$ cat config.mk
export PLATFORM = sky130hd
export DESIGN_NAME = addsub32_seq
export DESIGN_NICKNAME = d
export VERILOG_FILES = /design/src/rtl/addsub32_seq.sv
export SDC_FILE = /design/constraint.sdc
export NUM_CORES = 1
export LEC_CHECK = 0
export CAP_MARGIN = 20
export CORE_AREA = 2 2 125 127
export DETAILED_ROUTE_END_ITERATION = 16
export DIE_AREA = 0 0 127 129
export DONT_BUFFER_PORTS = 1
export HOLD_SLACK_MARGIN = 0.1
export PLACE_DENSITY_LB_ADDON = 0.25
export SYNTH_ARGS = -nofsm -noshare
export SYNTH_HDL_FRONTEND = slang
export SYNTH_SLANG_ARGS = --single-unit
$ cat constraint.sdc
create_clock -name clk -period 2.13 [get_ports clk]
set_clock_uncertainty 0.05 [all_clocks]
set_input_delay 0.426 -clock clk [delete_from_list [all_inputs] [get_ports clk]]
set_output_delay 0.426 -clock clk [all_outputs]
set_load 0.02 [all_outputs]
$ cat src/rtl/addsub32_seq.sv
// Operand/result register stage around a combinational ripple add/sub.
// Optional feature macro: STICKY_OVF_EN (accumulated overflow flag with synchronous clear).
module addsub32_seq #(
  parameter int WIDTH  = 32,
  parameter int SETTLE = 8
) (
  input  logic             clk,
  input  logic             rst_n,
  input  logic             in_valid,
  output logic             in_ready,
  input  logic [WIDTH-1:0] in_a,
  input  logic [WIDTH-1:0] in_b,
  input  logic             in_sub,
  output logic [WIDTH-1:0] add_a,
  output logic [WIDTH-1:0] add_b,
  output logic             add_sub,
  input  logic [WIDTH-1:0] add_ans,
  input  logic             add_cout,
  input  logic             add_v,
  output logic             out_valid,
  input  logic             out_ready,
  output logic [WIDTH-1:0] out_ans,
  output logic             out_cout,
  output logic             out_v,
  output logic             ovf_sticky,
  input  logic             ovf_clr
);

  typedef enum logic [1:0] {
    S_IDLE   = 2'd0,
    S_SETTLE = 2'd1,
    S_HOLD   = 2'd2
  } state_t;

  localparam logic [7:0] LP_CNT_INIT = 8'(SETTLE - 1);

  state_t           r_state;
  state_t           w_state_next;
  logic [7:0]       r_cnt;
  logic [7:0]       w_cnt_next;
  logic             w_accept;
  logic             w_capture;
  logic             w_consume;
  logic [WIDTH-1:0] r_add_a;
  logic [WIDTH-1:0] r_add_b;
  logic             r_add_sub;
  logic [WIDTH-1:0] r_out_ans;
  logic             r_out_cout;
  logic             r_out_v;
  logic             r_out_valid;

  always_ff @(posedge clk or negedge rst_n) begin
    if (!rst_n) begin
      r_state <= S_IDLE;
      r_cnt   <= 8'd0;
    end else begin
      r_state <= w_state_next;
      r_cnt   <= w_cnt_next;
    end
  end

  always_comb begin
    w_state_next = r_state;
    w_cnt_next   = r_cnt;
    w_accept     = 1'b0;
    w_capture    = 1'b0;
    w_consume    = 1'b0;
    case (r_state)
      S_IDLE: begin
        if (in_valid) begin
          w_accept     = 1'b1;
          w_cnt_next   = LP_CNT_INIT;
          w_state_next = S_SETTLE;
        end
      end
      S_SETTLE: begin
        // Adder outputs are only trusted once the full ripple window has elapsed.
        if (r_cnt == 8'd0) begin
          w_capture    = 1'b1;
          w_state_next = S_HOLD;
        end else begin
          w_cnt_next = r_cnt - 8'd1;
        end
      end
      S_HOLD: begin
        if (out_ready) begin
          w_consume    = 1'b1;
          w_state_next = S_IDLE;
        end
      end
      default: begin
        w_state_next = S_IDLE;
      end
    endcase
  end

  always_ff @(posedge clk or negedge rst_n) begin
    if (!rst_n) begin
      r_add_a   <= '0;
      r_add_b   <= '0;
      r_add_sub <= 1'b0;
    end else if (w_accept) begin
      r_add_a   <= in_a;
      r_add_b   <= in_b;
      r_add_sub <= in_sub;
    end
  end

  always_ff @(posedge clk or negedge rst_n) begin
    if (!rst_n) begin
      r_out_ans   <= '0;
      r_out_cout  <= 1'b0;
      r_out_v     <= 1'b0;
      r_out_valid <= 1'b0;
    end else begin
      if (w_capture) begin
        r_out_ans   <= add_ans;
        r_out_cout  <= add_cout;
        r_out_v     <= add_v;
        r_out_valid <= 1'b1;
      end else if (w_consume) begin
        r_out_valid <= 1'b0;
      end
    end
  end

`ifdef STICKY_OVF_EN
  logic r_ovf_sticky;

  // A new overflow on the same edge as a clear must not be lost.
  always_ff @(posedge clk or negedge rst_n) begin
    if (!rst_n) begin
      r_ovf_sticky <= 1'b0;
    end else if (w_capture && add_v) begin
      r_ovf_sticky <= 1'b1;
    end else if (ovf_clr) begin
      r_ovf_sticky <= 1'b0;
    end
  end

  assign ovf_sticky = r_ovf_sticky;
`else
  logic w_unused_ovf_clr;
  assign w_unused_ovf_clr = ovf_clr;
  assign ovf_sticky       = 1'b0;
`endif

  assign in_ready  = (r_state == S_IDLE);
  assign add_a     = r_add_a;
  assign add_b     = r_add_b;
  assign add_sub   = r_add_sub;
  assign out_valid = r_out_valid;
  assign out_ans   = r_out_ans;
  assign out_cout  = r_out_cout;
  assign out_v     = r_out_v;

endmodule

Yosys cells after proc, flatten, opt, wreduce, memory -nomap -nowiden

Index checks and enable logic that the tools add are counted.

Logic and storage cells: 37
Register bits after elaboration: 110
Output and inout port bits: 102

Muxes and demuxes: 15
Equality and inequality tests: 6
Reduce and logical (&&, ||, !) cells: 6
Add/subtract/negate cells: 1

Operator list:

| kind                | number |
|---|---|
| $mux 8              | 2 |
| $pmux 8 s2          | 1 |
| $logic_not 8->1     | 1 |
| $mux 1              | 8 |
| $ne 2x2->1 const B  | 4 |
| $sub 8x1->8 const B | 1 |
| $mux 2              | 3 |
| $pmux 2 s3          | 1 |
| $reduce_and 3->1    | 2 |
| $reduce_bool 2->1   | 2 |
| $eq 2x1->1 const B  | 1 |
| $eq 2x2->1 const B  | 1 |
| $logic_not 2->1     | 1 |

Depth between registers and ports, before layout

Depth after elaboration: 4
Mapped depth: 8
Depth with buffers taken out: 6

Worst setup path after synthesis

No wires, ideal clock.

Path type: flip-flop to flip-flop
Start point: register r_cnt[0]
End point: register r_out_ans[7], in the netlist out_ans[7]
Arrival time: 1852 ps
Library setup time: 128 ps
Required time: 1952 ps
Setup slack: 100 ps
Stages on the path, launching flop included: 8
Path through: dfrtp_1 > inv_1 > ha_1 > or4b_1 > nor2_2 > nand2_2 > buf_6 > mux2_1

Longest elaborated chain between the ends: 3

RTL lines:

| item                   | line | RTL |
|---|---|---|
| start, declared        | 39   | `logic [7:0] r_cnt;` |
| start signal, assigned | 58   | `r_cnt <= w_cnt_next;` |
| $logic_not 8->1        | 78   | `if (r_cnt == 8'd0) begin` |
| $mux 1                 | 78   |  |
| $mux 1                 | 68   | `case (r_state)` |
| end signal, assigned   | 117  | `r_out_ans <= add_ans;` |
| end, declared          | 47   | `logic [WIDTH-1:0] r_out_ans;` |

No other way between the ends.
A chain may end at the register's enable or synchronous reset.

Worst setup path after layout

Ends and elaborated chain as after synthesis.

==> results.json <==
{
  "num_antenna_cells": 0,
  "min_path_type": "in -> async",
  "place.gp.congestion": 0.786,
  "pin_count": 206,
  "first_pass_iters": 4,
  "first_global_vias": 2888,
  "dr_total_vias": 2740,
  "design_area_sq_um": 4910,
  "synth_warnings": 0,
  "hold_violations": 110,
  "via_per_inst": 4.53,
  "ys_top_cells_by_area": "dfrtp_1 (64%), nand2_1 (17%), mux2_2 (8.9%)",
  "cts_tree": "yes",
  "pre_cts_slack_ns": 0.0391,
  "area_growth_syn_to_layout_pct": 14.7,
  "crit_fanout": 9,
  "synth_ff_type": "dfrtp_1",
  "fin_crit_ns": 2.03,
  "synth_top_area_share_pct": 64.3,
  "dieArea_sq_um": 16400,
  "slew_headroom_pct": 65.3,
  "start_kind": "flop",
  "final_common_cell": "nand2_1",
  "synth_cell_type_count": 35,
  "synth_nets": 514,
  "clock-sinks": 110,
  "core_area_sq_um": 15000,
  "powerDensity_nw_per_um2": 1720,
  "setup_ws_ns": 0.0992,
  "critPathArrivalTime_ns": 2.22,
  "syn_inst": 408,
  "ys_ff_latch": 110,
  "slew_violations": 0,
  "leakage_uw": 0.00240,
  "ant_nets": 0,
  "clkLatencyLatePin_ns": 0.35,
  "violations": "negative hold slack",
  "maxCapViolations": 0,
  "synth.avg_cell_area_sq_um": 10.5,
  "grt_setup_unrepaired": "false",
  "max_freq_mhz": 492,
  "drtIter0Drc": 138,
  "grt_max_degree": 111,
  "cts_root_buf": "clkbuf_16",
  "layout.nets": 518,
  "drt-total-wl_mm": 9.48,
  "clkSlewWorstSetupHoldPaths_ns": 0.07,
  "final_cell_mix": "nand2_1 (197), dfrtp_1 (110), mux2_2 (34)",
  "syn-cell-area_sq_um": 4280,
  "synth_top_area_cell": "dfrtp_1",
  "grt_usage_pct": 11.3,
  "fin_hold_ws_ns": -0.285,
  "cts_buffers": 9,
  "antenna_found_initial": 0,
  "synth_seq_area_share_pct": 64.3,
  "htree_levels": 3,
  "worst-setup-path-type": "reg -> reg",
  "start_util_pct": 28.6,
  "end_kind": "flop",
  "die_x_um": 127,
  "layout-drive-gt1-share_pct": 17.0,
  "rows": 45,
  "finalCritPeriodShare_pct": 95.3,
  "avgRoutedWirePerCell_um": 15.7,
  "tightest_slew_ns": 0.507,
  "synth_edf_count": 0,
  "portBuffers": 0,
  "fin_setup_tns_ns": 0,
  "setup_viol": 0,
  "synthArstFlopShare_pct": 100,
  "die_h_um": 129,
  "worstPathRequired_ns": 2.31,
  "clk_path_buf_depth": 2,
  "power.total_uw": 8450,
  "grt-ovfl-total": 0,
  "status": "finished with violations",
  "grt_pass1_wl_mm": 14.4,
  "hpwl_mm": 6.38,
  "placed_cell_area_sq_um": 4490,
  "drc": 0,
  "ir_worst_vdd_uv": 461
}
[Yosys cell counts, types with 3 or more instances]
| library cell | n |
|---|---|
| nand2_1 | 198 |
| inv_1 | 4 |
| o21ai_0 | 4 |
| buf_1 | 4 |
| nor2_1 | 7 |
| clkbuf_1 | 10 |
| dfrtp_1 | 110 |
| a21oi_1 | 3 |
| mux2_2 | 34 |
| buf_6 | 3 |
[critical path, stage by stage, from the launching register on]
cell,delay [ns]
dfrtp_1,0.40
inv_2,0.10
ha_4,0.14
or4b_4,0.47
nor2_4,0.16
nand2_4,0.10
buf_12,0.17
mux2_1,0.30
[what timing repair did]
action	in CTS	in global routing
hold endpoints to repair	110	110
endpoints found under the setup margin	0	34
gates resized for setup	0	7
setup buffers	0	1
[state kept, by name (all words and copies together) (netlist names)]
register,cells
out_v,1
add_a,32
out_ans,32
add_b,32
add_sub,1
r_state,2
out_cout,1
r_cnt,8
out_valid,1
[metal layers]
metal	up-vias	GRT usage, %	wire length (um)	part of all wire, %
met4	0	6.92	274	2.9
met5	-	0	0	0
met1	1310	12.2	3780	40
li1	1300	-	-	-
met2	114	19.3	4770	50
met3	16	3.70	653	6.9
[area by class of cell]
cell class / instances / area [sq um]
Fill cell: 1529 / 10100
Sequential cell: 110 / 2750
Multi-Input combinational cell: 274 / 1440
Tap cell: 188 / 235
Clock buffer: 10 / 229
Timing Repair Buffer: 13 / 149
Clock inverter: 6 / 92.6
Inverter: 4 / 15.0
[stage by stage]
| step | cells | util, % |
|---|---|---|
| global route | 605 | 32.8 |
| finish | 605 | 32.8 |
| floorplan | 408 | - |
| detailed placement | 585 | 30.0 |
| CTS | 601 | 32.1 |
| global placement | 585 | 30.0 |
[cells by family after synthesis]
group                    share of synthesized area [%]
AO/OA/AOI/OAI                                     2.16
XOR/XNOR                                         0.409
adder cells (fa/ha/maj)                          0.585
buffers and inverters                             2.84
flip-flops                                        64.3
multiplexers                                      9.21
other                                           0.0876
AND/OR/NAND/NOR                                   20.4
[worst paths after layout]
kind	from	to	slack, ns	depth (start not counted)
max in group asynchronous	rst_n	add_b[4]	2.20	0
worst max register to register	r_cnt[0]	out_ans[7]	0.1	7
worst max-delay path	r_cnt[0]	out_ans[7]	0.1	7
worst min register to register	r_cnt[5]	r_cnt[5]	0.53	2
min in group clk	in_b[14]	add_b[14]	0.13	2
worst min-delay path	rst_n	r_cnt[3]	-0.28	0
[power by group]
part           total [uW]  internal (uW)  switching, uW
Combinational        1750            841            907
Clock                1820           1040            778
Sequential           4880           3060           1820
(Power assumes the default switching activity.)
